**src/rtl/uart_pkg.sv**
```systemverilog
// ============================================================================
// Module      : uart_pkg
// Description : Shared UART definitions: receiver FSM state encoding, frame
//               geometry and default clock/baud constants. Intended to be
//               reused by the transmit side of the host link.
// Revision    : 1.0 - initial release
// ============================================================================
`default_nettype none

package uart_pkg;

  // Data bits per 8N1 frame.
  localparam int DATA_BITS = 8;

  // Default system clock and line rate of the NPU host link.
  localparam int C_DEFAULT_CLK_HZ       = 50_000_000;
  localparam int C_DEFAULT_BAUD         = 115_200;
  localparam int C_DEFAULT_CLKS_PER_BIT = C_DEFAULT_CLK_HZ / C_DEFAULT_BAUD;

  // Receiver FSM states.
  typedef enum logic [2:0] {
    IDLE  = 3'd0,
    START = 3'd1,
    DATA  = 3'd2,
    STOP  = 3'd3,
    BREAK = 3'd4
  } uart_rx_state_t;

  // Integer clocks-per-bit for a given clock and baud rate.
  function automatic int clks_per_bit(input int clk_hz, input int baud);
    return clk_hz / baud;
  endfunction

endpackage : uart_pkg

`default_nettype wire

```
**src/rtl/bit_sync.sv**
```systemverilog
// ============================================================================
// Module      : bit_sync
// Description : Two-flop synchronizer for a single asynchronous input bit.
//               Both flops reset to RESET_VAL so an idle line does not look
//               like an edge when reset is released.
// Ports       : clk  - rising-edge clock
//               rst  - asynchronous active-low reset
//               d    - asynchronous input
//               q    - synchronized output (two clk cycles latency)
// Revision    : 1.0 - initial release
// ============================================================================
`default_nettype none

module bit_sync #(
  parameter logic RESET_VAL = 1'b1
) (
  input  logic clk,
  input  logic rst,
  input  logic d,
  output logic q
);

  logic r_meta;
  logic r_sync;

  always_ff @(posedge clk or negedge rst) begin
    if (!rst) begin
      r_meta <= RESET_VAL;
      r_sync <= RESET_VAL;
    end else begin
      r_meta <= d;
      r_sync <= r_meta;
    end
  end

  assign q = r_sync;

endmodule : bit_sync

`default_nettype wire

```
**src/rtl/uart_rx_deserializer.sv**
```systemverilog
// ============================================================================
// Module      : uart_rx_deserializer
// Description : Oversampling 8N1 UART receiver. Recovers bytes from an
//               asynchronous serial line and presents each one exactly once
//               on a single-cycle rx_valid strobe. Never stalls.
// Ports       : clk        - rising-edge clock
//               rst        - asynchronous active-low reset
//               rx_serial  - raw UART line, idle high, async to clk
//               rx_data    - last correctly framed byte (held between frames)
//               rx_valid   - one-cycle strobe, rx_data valid in same cycle
//               frame_err  - one-cycle strobe, stop bit sampled low
//               busy       - high from start-edge detection until IDLE
// Revision    : 1.0 - initial release
// ============================================================================
`default_nettype none

module uart_rx_deserializer
  import uart_pkg::*;
#(
  parameter int CLKS_PER_BIT = C_DEFAULT_CLKS_PER_BIT,
  parameter int HALF_BIT     = CLKS_PER_BIT / 2
) (
  input  logic                 clk,
  input  logic                 rst,
  input  logic                 rx_serial,
  output logic [DATA_BITS-1:0] rx_data,
  output logic                 rx_valid,
  output logic                 frame_err,
  output logic                 busy
);

  localparam int CNT_W = $clog2(CLKS_PER_BIT);

  // Terminal counts: sampling happens in the cycle the counter hits these.
  localparam logic [CNT_W-1:0] c_bit_last  = CNT_W'(CLKS_PER_BIT - 1);
  localparam logic [CNT_W-1:0] c_half_last = CNT_W'(HALF_BIT - 1);

  // --------------------------------------------------------------------------
  // Input synchronization and start-edge detection
  // --------------------------------------------------------------------------
  logic w_rx_s;
  logic r_rx_prev;
  logic w_start_edge;

  bit_sync #(
    .RESET_VAL (1'b1)
  ) u_rx_sync (
    .clk (clk),
    .rst (rst),
    .d   (rx_serial),
    .q   (w_rx_s)
  );

  // Previous synchronized sample resets high so a line that is already low
  // at reset release does not look like a falling edge until it is seen high.
  always_ff @(posedge clk or negedge rst) begin
    if (!rst) begin
      r_rx_prev <= 1'b1;
    end else begin
      r_rx_prev <= w_rx_s;
    end
  end

  assign w_start_edge = r_rx_prev & ~w_rx_s;

  // --------------------------------------------------------------------------
  // FSM, baud counter, bit index and shift register
  // --------------------------------------------------------------------------
  uart_rx_state_t       r_state;
  uart_rx_state_t       w_state_next;
  logic [CNT_W-1:0]     r_cnt;
  logic [CNT_W-1:0]     w_cnt_next;
  logic [2:0]           r_idx;
  logic [2:0]           w_idx_next;
  logic [DATA_BITS-1:0] r_shift;
  logic [DATA_BITS-1:0] w_shift_next;
  logic                 w_valid_next;
  logic                 w_ferr_next;
  logic                 w_load;

  always_ff @(posedge clk or negedge rst) begin
    if (!rst) begin
      r_state <= IDLE;
      r_cnt   <= '0;
      r_idx   <= '0;
      r_shift <= '0;
    end else begin
      r_state <= w_state_next;
      r_cnt   <= w_cnt_next;
      r_idx   <= w_idx_next;
      r_shift <= w_shift_next;
    end
  end

  always_comb begin
    w_state_next = r_state;
    w_cnt_next   = r_cnt + CNT_W'(1);
    w_idx_next   = r_idx;
    w_shift_next = r_shift;
    w_valid_next = 1'b0;
    w_ferr_next  = 1'b0;
    w_load       = 1'b0;

    case (r_state)
      IDLE: begin
        w_cnt_next = '0;
        if (w_start_edge) begin
          w_state_next = START;
        end
      end

      // Confirm the start bit at its centre; a high sample means the falling
      // edge was a glitch and the frame is dropped silently.
      START: begin
        if (r_cnt == c_half_last) begin
          w_cnt_next = '0;
          if (!w_rx_s) begin
            w_state_next = DATA;
            w_idx_next   = '0;
          end else begin
            w_state_next = IDLE;
          end
        end
      end

      // LSB first; the 3-bit index wraps 7 -> 0 as the FSM leaves DATA.
      DATA: begin
        if (r_cnt == c_bit_last) begin
          w_cnt_next            = '0;
          w_shift_next[r_idx]   = w_rx_s;
          w_idx_next            = r_idx + 3'd1;
          if (r_idx == 3'd7) begin
            w_state_next = STOP;
          end
        end
      end

      // Leave at the stop-bit centre so a start bit immediately following
      // the stop bit is still caught by the edge detector in IDLE.
      STOP: begin
        if (r_cnt == c_bit_last) begin
          w_cnt_next = '0;
          if (w_rx_s) begin
            w_valid_next = 1'b1;
            w_load       = 1'b1;
            w_state_next = IDLE;
          end else begin
            w_ferr_next  = 1'b1;
            w_state_next = BREAK;
          end
        end
      end

      // A held-low line (break condition) must go high before any new start
      // edge is accepted.
      BREAK: begin
        w_cnt_next = '0;
        if (w_rx_s) begin
          w_state_next = IDLE;
        end
      end

      default: begin
        w_cnt_next   = '0;
        w_state_next = IDLE;
      end
    endcase
  end

  // --------------------------------------------------------------------------
  // Output registers
  // --------------------------------------------------------------------------
  logic [DATA_BITS-1:0] r_rx_data;
  logic                 r_rx_valid;
  logic                 r_frame_err;
  logic                 r_busy;

  always_ff @(posedge clk or negedge rst) begin
    if (!rst) begin
      r_rx_data   <= '0;
      r_rx_valid  <= 1'b0;
      r_frame_err <= 1'b0;
      r_busy      <= 1'b0;
    end else begin
      r_rx_valid  <= w_valid_next;
      r_frame_err <= w_ferr_next;
      // Registered from the next state so busy tracks the FSM cycle-exact.
      r_busy      <= (w_state_next != IDLE);
      if (w_load) begin
        r_rx_data <= r_shift;
      end
    end
  end

  assign rx_data   = r_rx_data;
  assign rx_valid  = r_rx_valid;
  assign frame_err = r_frame_err;
  assign busy      = r_busy;

endmodule : uart_rx_deserializer

`default_nettype wire

```
**config.mk**
```make
export PLATFORM = sky130hd
export DESIGN_NAME = uart_rx_deserializer
export DESIGN_NICKNAME = d
export VERILOG_FILES = /design/src/rtl/uart_pkg.sv /design/src/rtl/bit_sync.sv /design/src/rtl/uart_rx_deserializer.sv
export SDC_FILE = /design/constraint.sdc
export NUM_CORES = 1
export LEC_CHECK = 0
export BUFFER_PORTS_ARGS = -buffer_cell sky130_fd_sc_hd__buf_2
export CORE_MARGIN = 8
export CORE_UTILIZATION = 58
export CTS_CLUSTER_DIAMETER = 80
export DETAILED_ROUTE_END_ITERATION = 10
export PLACE_DENSITY = 0.84
export REMOVE_ABC_BUFFERS = 1
export SLEW_MARGIN = 20
export SYNTH_ARGS = -nofsm -noshare
export SYNTH_HDL_FRONTEND = slang
export SYNTH_HIERARCHICAL = 1
export SYNTH_SLANG_ARGS = --single-unit
```
**constraint.sdc**
```tcl
create_clock -name clk -period 2.3 [get_ports clk]
set_input_delay 0.23 -clock clk [delete_from_list [all_inputs] [get_ports clk]]
set_output_delay 0.23 -clock clk [all_outputs]
set_load 0.03 [all_outputs]
```
Word-level counts from Yosys, hierarchy flattened

Index checks and enable logic that the tools add are counted.

Register bits: 37
Word-level logic and storage cells: 59
Input port bits: 3
Output and inout port bits: 11

Equal/unequal tests: 10
Bitwise operators: 2
Reductions and logical operators: 7
Muxes and demuxes: 25
$lt $le $gt $ge: 2
Add/sub/neg operators: 2

Operator list:

| cell                | number |
|---|---|
| $mux 3              | 10 |
| $mux 9              | 2 |
| $pmux 9 s2          | 1 |
| $pmux 3 s5          | 1 |
| $add 9x1->9 const B | 1 |
| $eq 9x8->1 const B  | 1 |
| $eq 9x9->1 const B  | 1 |
| $bwmux 8            | 1 |
| $mux 1              | 7 |
| $eq 3x2->1 const B  | 2 |
| $eq 3x3->1 const B  | 2 |
| $ne 2x2->1 const B  | 3 |
| $pmux 3 s2          | 1 |
| $lt 3x4->1 const B  | 1 |
| $reduce_and 4->1    | 1 |
| $add 3x1->3 const B | 1 |
| $demux 1 s3         | 1 |
| $eq 3x1->1 const B  | 1 |
| $ge 3x1->1 const B  | 1 |
| $logic_not 3->1     | 1 |
| $reduce_bool 3->1   | 1 |
| $mux 2              | 1 |
| $reduce_and 2->1    | 1 |
| $reduce_bool 2->1   | 1 |
| 4 further kinds     | 4 |

Depth between registers and ports, before layout

Gate-level depths: netlist of run 1.

Word-level depth: 5
Depth in mapped cells: 7
Mapped depth without buffers: 6

Modules after synthesis

The synthesis of run 1 kept the hierarchy.

By module, submodules not included:

| module               | seq. area each (µm²) | cells each | instances | area each (µm²) |
|---|---|---|---|---|
| uart_rx_deserializer | 877.1                | 143        | 1         | 1676.6 |
| bit_sync             | 52.6                 | 2          | 1         | 52.6 |

Least setup slack after synthesis of run 1

No wires, ideal clock.

Path kind: register to register
Start: register r_cnt[1]
End: register r_shift[2]
Setup slack: 405 ps
Data arrival time: 1768 ps
Data required time: 2172 ps
Cell stages (with the launch flop): 8
Buffers on the path: 1
Library setup time: 128 ps
Clock period less this slack: 1895 ps
Cells stage by stage: dfrtp_1 > inv_1 > ha_1 > and4bb_4 > nand2_4 > buf_6 > a2111oi_1 > mux2_1

Longest elaborated chain between the ends: 2

Ends and longest elaborated chain:

| what                              | RTL line                    | text |
|---|---|---|
| start: declaration                | uart_rx_deserializer.sv:71  | `logic [CNT_W-1:0] r_cnt;` |
| start signal: assignment          | uart_rx_deserializer.sv:89  | `r_cnt <= w_cnt_next;` |
| $eq 9x9->1                        | uart_rx_deserializer.sv:128 | `if (r_cnt == c_bit_last) begin` |
| $reduce_and 2->1 (no source line) | n/a                         |  |
| end signal: assignment            | uart_rx_deserializer.sv:91  | `r_shift <= w_shift_next;` |
| end: declaration                  | uart_rx_deserializer.sv:75  | `logic [DATA_BITS-1:0] r_shift;` |

No other way between the ends.
A chain may end at the register's enable or synchronous reset.

Final worst setup path of run 1

Start: register r_cnt[0]
End: register r_shift[6]

The elaborated chain is that of the path after synthesis.

==> out/qor.txt, run 1 <==
Status: finished, final reports clean
Register bit total from synthesis: 37
# IOs: 14
Power per cell area: 686 nW/um^2
Synth Area in XOR/XNOR: 3.55%
Tmin final: 2080 ps
Largest stage delay, worst path: 440 ps
Crit end category: flop
Syn Inst Count: 145
Reg2Reg Launch Point: r_cnt[0]
Post CTS Setup Buffer Count: 0
Sequential cell area fraction in the yosys report: 53.8%
Max FO, Critical Path: 7
Core Area: 2950 um^2
Post-Synth Simple-Gate Area: 19.0%
Mean area per synthesized cell: 11.9 um^2
Ant. Diodes: 0
Worst path slowest cell: dfrtp_1
Overall Global Routing Usage: 13.9%
Worst Path Required: 2530 ps
Hpwl dp: 2250 um
Library cells used by synthesis: 39
Setup Crit Path Kind: flop to flop
Hold_sp: u_rx_sync/r_meta
CTS tree: built
Fillers: 242
Initial antenna violation count: 0
Clk_skew: 12.8 ps
Mux cell area share after synthesis: 11.6%
Max Fclk: 481 MHz
Area grow syn2layout: 11.0%
Max Cap Viol: 0
Layout cell share with drive strength beyond 1: 28.0%
Max rail drop VDD: 0.000382 V
Clk sinks: 37
DR vias/cell: 5.83
IO Port Bufs: 13
Synth warn: 6
Crit-path cells: inv_1 > ha_1 > nor4b_4 > nand4_2 > a2111oi_1 > mux2_1
Arr. time, crit path: 2310 ps
Buf/Inv on CP: 1
Worst setup SP type: flop
Commonest non-fill, non-tap cell in the layout: dfrtp_1
Die width: 70.6 um
Main combinational cell family by area after synthesis: simple AND/OR/NAND/NOR gates
Mapped Area: 1730 um^2
Worst slew pin tran: 788 ps
Setup_tns: 0 ps
Grt total ovfl: 0
Tightest Hold Check Type: flop to flop
Skew-Pair Late Insertion Delay: 340 ps
Async S/R FF share, synth: 100%
Initial core utilization: 58.6%
Final setup fails: 0
First-pass GRT wire length: 5510 um
Drt pass-1 iters: 4
Placement Cell Area: 1840 um^2
Slew Viols, Final: 0
Worst path top cell family by delay: simple AND/OR/NAND/NOR gates
Final hold vios: 0
CTS buffer count: 5
Unrepaired setup endpoints after global routing: no
Critical path startpoint: r_cnt[0]
Max_slew headroom: 47.5%
Row Count: 20
Routed Antenna Nets: 0
DRC viols: 0
Post-synth top area share: 49.2%
Leak pwr: 0.930 nW
Most frequent cells in the layout: 34 x dfrtp_1, 15 x nand2_1, 14 x mux2_2
Root buf cell: clkbuf_4
Yosys top cell by area: dfrtp_1
Die height: 70.6 um
Largest net degree at the start of global routing: 38
Nets@finish: 175
EDFF count, synth: 0
Design area: 1920 um^2
Most used DFF post-synth: dfrtp_1
Routed WL per cell: 15.5 um
Gpl congestion: 0.765
Iter 0 DRT Violations: 47
Clock Tree Buf Depth: 2
Die ar.: 4980 um^2
Fin crit share: 90.4%
Compound-Gate Fraction of Synth Area: 6.15%
Number of global-route vias before repair: 1171
Synth Area in Adders: 3.62%
WL final: 3110 um
Final Power: 1.32 mW
Vias: 1171
Dominant cells by area after synthesis: dfrtp_1 49%, mux2_2 9.1%, dfstp_2 4.6%
H-tree depth: 2
Clock transition at the registers of the reported paths: 110 ps
[logic make-up (layout without fill, tap and decap cells)]
group                    Yosys count  after routing
AO/OA/AOI/OAI                     14             14
XOR/XNOR                           7              7
adder cells (fa/ha/maj)            5              5
buffers and inverters              9             32
flip-flops                        37             37
multiplexers                      18             18
AND/OR/NAND/NOR                   55             55
[stage by stage]
| step | hold WS (ps) | util [%] | std cells | worst slack, ps |
|---|---|---|---|---|
| after floorplan | -65.6 | - | 143 | 407 |
| after global placement | 337 | 62.2 | 191 | 326 |
| after detailed placement | 338 | 62.2 | 191 | 214 |
| after CTS | 363 | 64.8 | 201 | 184 |
| after global routing | 364 | 65.0 | 201 | 69.6 |
| final | 360 | 65.0 | 201 | 221 |
[cell type report]
cell class | count | area, um^2 | area share (%)
inverter | 7 | 26.3 | 1.37
multi-input combinational | 99 | 763 | 39.8
timing repair buffer | 17 | 100 | 5.22
tap | 33 | 41.3 | 2.15
sequential | 37 | 930 | 48.4
clock buffer | 8 | 58.8 | 3.06
[layer usage]
metal / track usage (%) / part of all wire [%] / vias to the layer above
met4: 8.08 / 3.3 / 0
met1: 16.7 / 44 / 577
li1: - / - / 557
met3: 4.80 / 4.8 / 11
met2: 21.1 / 48 / 26
met5: 0 / 0 / -
[state kept, by name, indices dropped and copies added, names as in the netlist]
name              count
frame_err             1
rx_data               8
u_rx_sync/r_meta      1
r_rx_prev             1
rx_valid              1
r_state               3
r_idx                 3
busy                  1
r_cnt                 9
u_rx_sync/q           1
r_shift               8
[synthesized netlist by cell type (2+ instances only)]
cell,n
inv_1,7
a21boi_0,2
xor2_1,2
xnor2_1,5
ha_1,5
nor2b_1,2
mux2_2,14
nand2_1,15
o21ai_0,3
mux2_1,2
nor2_1,13
nand3_1,5
a21oi_1,2
a2111oi_1,2
dfstp_2,3
mux2i_1,2
dfrtp_1,34
nand4_1,2
nor3_1,5
[final timing paths]
check | end | cells after the start | slack (ps)
max in group asynchronous | r_shift[5] | 2 | 1300
min | u_rx_sync/q | 0 | 360
max | r_shift[6] | 6 | 220
min reg2reg | u_rx_sync/q | 0 | 360
max reg2reg | r_shift[6] | 6 | 220
min in group asynchronous | r_cnt[1] | 2 | 500
[report_power, final]
part           switching (mW)  total, mW  leakage, nW  internal [mW]
combinational           0.102      0.194        0.405         0.0913
clock                   0.202      0.353       0.0326          0.151
sequential             0.0694      0.771        0.492          0.702
[what timing repair did]
action | 4_1_cts | 5_1_grt
hold buffers | 2 | 0
endpoints found under the setup margin | 0 | 1
endpoints found under the hold margin | 35 | 0
resized for setup | 0 | 1
Power figures use the tool's default switching activity.
==> run 2: changes to the inputs <==
--- a/config.mk
+++ b/config.mk
@@ -7,10 +7,10 @@
 export LEC_CHECK = 0
 export BUFFER_PORTS_ARGS = -buffer_cell sky130_fd_sc_hd__buf_2
 export CORE_MARGIN = 8
-export CORE_UTILIZATION = 58
+export CORE_UTILIZATION = 55
 export CTS_CLUSTER_DIAMETER = 80
 export DETAILED_ROUTE_END_ITERATION = 10
-export PLACE_DENSITY = 0.84
+export PLACE_DENSITY = 0.8
 export REMOVE_ABC_BUFFERS = 1
 export SLEW_MARGIN = 20
 export SYNTH_ARGS = -nofsm -noshare
==> out/qor.txt, run 2 (synthesis results as in run 1) <==
Status: finished, final reports clean
Routed WL per cell: 14.9 um
Part of the power in registers: 53.9%
Core Area: 3030 um^2
Ant. Diodes: 0
Fillers: 233
Most frequent cells in the layout: 34 x dfrtp_1, 15 x nand2_1, 14 x mux2_2
Worst slew pin tran: 795 ps
Largest net degree at the start of global routing: 38
Slew Viols, Final: 0
Leak pwr: 0.943 nW
DR vias/cell: 5.34
Max FO, Critical Path: 7
Die width: 72.1 um
Combinational Power Share: 13.4%
Pint: 1.05 mW
CP endpoint: r_shift[2]
Commonest non-fill, non-tap cell in the layout: dfrtp_1
Hold path depth: 0
Vias: 1133
Max rail drop VDD: 0.000381 V
Worst path top cell family by delay: simple AND/OR/NAND/NOR gates
Setup_tns: 0 ps
Final setup fails: 0
Placed insts: 202
Tightest Hold Check Type: flop to flop
Routed Antenna Nets: 0
First-pass GRT wire length: 5530 um
Final hold vios: 0
Worst Path Required: 2540 ps
Reg2Reg Setup Slack: 190 ps
Clk_skew: 9.70 ps
Arr. time, crit path: 2340 ps
CTS tree: built
Power per cell area: 735 nW/um^2
Nets@finish: 175
Worst R2R End: r_shift[2]
H-tree depth: 2
Crit end category: flop
Area grow syn2layout: 13.0%
Initial antenna violation count: 0
Setup Crit Path Kind: flop to flop
Tmin final: 2110 ps
# IOs: 14
Clock transition at the registers of the reported paths: 110 ps
Buf/Inv on CP: 1
Clk sinks: 37
Iter 0 DRT Violations: 62
Drt pass-1 iters: 4
Crit-path cells: inv_1 > ha_1 > nor4b_4 > nand4_2 > a2111oi_1 > mux2_1
WL final: 3160 um
Die height: 72.1 um
CP Depth: 6
Clock Power Share: 32.7%
Critical path startpoint: r_cnt[1]
Switching share of power: 26.7%
Max FFs per register: 9
Overall Global Routing Usage: 13.8%
Hold_sp: u_rx_sync/r_meta
Number of global-route vias before repair: 1201
CTS buffer count: 5
Switching Power: 0.384 mW
Initial core utilization: 57.1%
Hpwl dp: 2210 um
Non-filler cells, final: 212
Grt total ovfl: 0
Max Cap Viol: 0
DRC viols: 0
Worst reg2reg path depth: 6
Reg2Reg Launch Point: r_cnt[1]
Unrepaired setup endpoints after global routing: no
Worst setup SP type: flop
Register with the most flip-flops: r_cnt
Root buf cell: clkbuf_4
Gpl congestion: 0.822
Fin crit share: 91.7%
Layout cell share with drive strength beyond 1: 28.0%
Row Count: 20
Largest stage delay, worst path: 470 ps
Clock Tree Buf Depth: 2
Max Fclk: 474 MHz
Worst path slowest cell: a2111oi_1
Skew-Pair Late Insertion Delay: 340 ps
Max_slew headroom: 47.0%
IO Port Bufs: 13
Die ar.: 5190 um^2
[run 2: changes by cell type in the layout (fill, tap and decap cells not counted)]
cell	delta
a2111oi_1	+1
a2111oi_2	-1
bufinv_16	+1
clkbuf_1	-1
[run 2: cell type report]
type | count | area [um^2] | area share (%)
Clock buffer | 7 | 55.1 | 2.82
Clock inverter | 1 | 30.0 | 1.54
Tap cell | 44 | 55.1 | 2.82
Sequential cell | 37 | 930 | 47.6
Multi-Input combinational cell | 99 | 758 | 38.8
Inverter | 7 | 26.3 | 1.34
Timing Repair Buffer | 17 | 100 | 5.12
[run 2: metrics by stage]
step | area [um^2] | util (%) | total power [mW] | worst slack [ps] | hold slack, ps
5_1_grt | 1950 | 64.5 | 1.51 | 31.8 | 367
3_3_place_gp | 1850 | 61.1 | 0.955 | 324 | 336
6_report | 1950 | 64.5 | 1.44 | 191 | 363
3_5_place_dp | 1850 | 61.1 | 0.971 | 199 | 337
2_1_floorplan | 1710 | - | 0.906 | 407 | -65.6
4_1_cts | 1950 | 64.5 | 1.45 | 186 | 365
[run 2: power by group through the flow]
| stage | sequential, mW | combinational [mW] | clock (mW) |
|---|---|---|---|
| after CTS | 0.772 | 0.195 | 0.484 |
| after global placement | 0.775 | 0.179 | 0 |
| final | 0.773 | 0.192 | 0.470 |
| after floorplan | 0.771 | 0.135 | 0 |
| after detailed placement | 0.783 | 0.188 | 0 |
| after global routing | 0.783 | 0.224 | 0.503 |
[run 2: layer usage]
metal	track usage (%)	vias to the layer above	share of wire, %
met4	8.84	0	0.98
met3	3.44	2	4.0
met1	15.5	556	46
li1	-	552	-
met2	22.7	23	49
met5	0	-	0
[run 2: timing repair]
item / in CTS / in global routing
gates resized for setup: 0 / 0
hold buffers: 2 / 0
hold endpoints to repair: 35 / 0
buffers inserted: 0 / 0
[run 2: worst min path at each step]
stage / slack [ps] / endpoint
after floorplan: -70 / busy
after global placement: 340 / u_rx_sync/r_meta
after CTS: 370 / u_rx_sync/q
after global routing: 370 / u_rx_sync/q
final: 360 / u_rx_sync/q
after detailed placement: 340 / u_rx_sync/r_meta
==> run 3: changes to the inputs <==
--- a/config.mk
+++ b/config.mk
@@ -6,7 +6,7 @@
 export NUM_CORES = 1
 export LEC_CHECK = 0
 export BUFFER_PORTS_ARGS = -buffer_cell sky130_fd_sc_hd__buf_2
-export CORE_MARGIN = 8
+export CORE_MARGIN = 2
 export CORE_UTILIZATION = 55
 export CTS_CLUSTER_DIAMETER = 80
 export DETAILED_ROUTE_END_ITERATION = 10
==> constraint.sdc (replaced) <==
create_clock -name clk -period 2.7 [get_ports clk]
set_input_delay 0.27 -clock clk [delete_from_list [all_inputs] [get_ports clk]]
set_output_delay 0.27 -clock clk [all_outputs]
set_load 0.03 [all_outputs]
==> out/qor.txt, run 3 (synthesis results as in run 1) <==
Status: finished, final reports clean
Core Area: 3030 um^2
Clk_skew: 15.5 ps
Layout cell share with drive strength beyond 1: 27.0%
Placement Setup Slack: 659 ps
Largest net degree at the start of global routing: 38
Drt pass-1 iters: 4
Final Util: 62.4%
CTS buffer count: 5
Tightest Hold Check Type: input pin to async pin
Switching share of power: 27.7%
Vias: 1113
Setup_tns: 0 ps
Root buf cell: clkbuf_4
Nets@finish: 171
Hold-fix buffers, CTS: 0
First-pass GRT wire length: 4630 um
Register area: 930 um^2
Tmin final: 2080 ps
Fillers: 240
Clock Power Share: 26.0%
Worst Path Required: 2910 ps
Buf/Inv on CP: 1
Register with the most flip-flops: r_cnt
Most frequent cells in the layout: 34 x dfrtp_1, 15 x nand2_1, 14 x mux2_2
Grt total ovfl: 0
Skew-Pair Late Insertion Delay: 330 ps
Max Fclk: 480 MHz
Leak pwr: 0.910 nW
Power per cell area: 581 nW/um^2
Clock transition at the registers of the reported paths: 110 ps
Unrepaired setup endpoints after global routing: no
Number of global-route vias before repair: 1052
Slew Viols, Final: 0
IO Port Bufs: 13
Max FO, Critical Path: 7
Gpl congestion: 0.792
Largest stage delay, worst path: 430 ps
Crit end category: flop
Row Count: 20
Setup ws final: 618 ps
Routed WL per cell: 13.4 um
Clock Tree Buf Depth: 2
Worst path slowest cell: dfrtp_1
DRC viols: 0
Final hold vios: 0
Overall Global Routing Usage: 17.6%
WL final: 2770 um
Arr. time, crit path: 2290 ps
Worst slew pin tran: 785 ps
Crit-path cells: inv_1 > ha_1 > nor4b_4 > nand4_2 > a2111oi_1 > mux2_1
DR vias/cell: 5.38
# resized after CTS: 0
Die height: 60.1 um
Clk sinks: 37
Max rail drop VDD: 0.000354 V
CTS tree: built
Max FFs per register: 9
Worst setup SP type: flop
Iter 0 DRT Violations: 32
Pint: 0.794 mW
Worst path top cell family by delay: simple AND/OR/NAND/NOR gates
Combined area of the multi-input logic cells: 758 um^2
# IOs: 14
Fin crit share: 77.1%
Initial core utilization: 57.1%
Area grow syn2layout: 9.26%
Die ar.: 3610 um^2
Max Cap Viol: 0
Ant. Diodes: 0
Initial antenna violation count: 0
Max_slew headroom: 47.7%
Part of the power in registers: 59.5%
Post CTS Setup Buffer Count: 0
Routed Antenna Nets: 0
Final setup fails: 0
Commonest non-fill, non-tap cell in the layout: dfrtp_1
Hpwl dp: 1990 um
Setup Crit Path Kind: flop to flop
H-tree depth: 2
Combinational Power Share: 14.4%
Switching Power: 0.304 mW
Die width: 60.1 um
==> run 3: layout make-up <==
class                           count  share of cell area (%)
Clock buffer                        7                    2.91
Inverter                            7                    1.39
Multi-Input combinational cell     99                    40.1
Sequential cell                    37                    49.2
Tap cell                           44                    2.91
Timing Repair Buffer               13                    3.44
==> run 3: path summary, 6_finish.rpt <==
check	start	to	slack (ps)	cells after the start
hold reg to reg	u_rx_sync/r_meta	u_rx_sync/q	360	0
setup reg to reg	r_cnt[0]	r_shift[6]	620	6
max in group asynchronous	rst	rx_data[6]	2190	1
hold / removal	rst	r_state[1]	7	1
setup / recovery	r_cnt[0]	r_shift[6]	620	6
min in group clk	rx_serial	u_rx_sync/r_meta	40	1
==> run 3: worst register-to-register path, cell delays in order, from the launching register on <==
cell and delay, ps:
dfrtp_1 430, inv_1 70, ha_1 140, nor4b_4 260, nand4_2 260, a2111oi_1 430, mux2_1 360
==> run 3: metrics by stage <==
step                      cell area, um^2  power, mW  hold slack, ps  instances
after floorplan                      1710      0.772           -25.6        143
final                                1890       1.10            7.38        207
after detailed placement             1830      0.822             350        200
after global routing                 1890       1.17            5.26        207
after CTS                            1890       1.11            19.9        207
after global placement               1830      0.810             347        200
==> run 3: per-layer routing <==
metal  track usage, %  vias up  routed length, um
met5                0        -                  0
met3             6.49        3                137
li1                 -      550                  -
met2             27.8       28               1320
met1             22.9      532               1280
met4             4.76        0                 25
==> run 3: power by group through the flow <==
stage	clock network [mW]	registers [mW]	logic, mW
2_1_floorplan	0	0.657	0.115
3_3_place_gp	0	0.660	0.149
3_5_place_dp	0	0.665	0.157
4_1_cts	0.299	0.654	0.160
5_1_grt	0.325	0.662	0.181
6_report	0.286	0.654	0.158
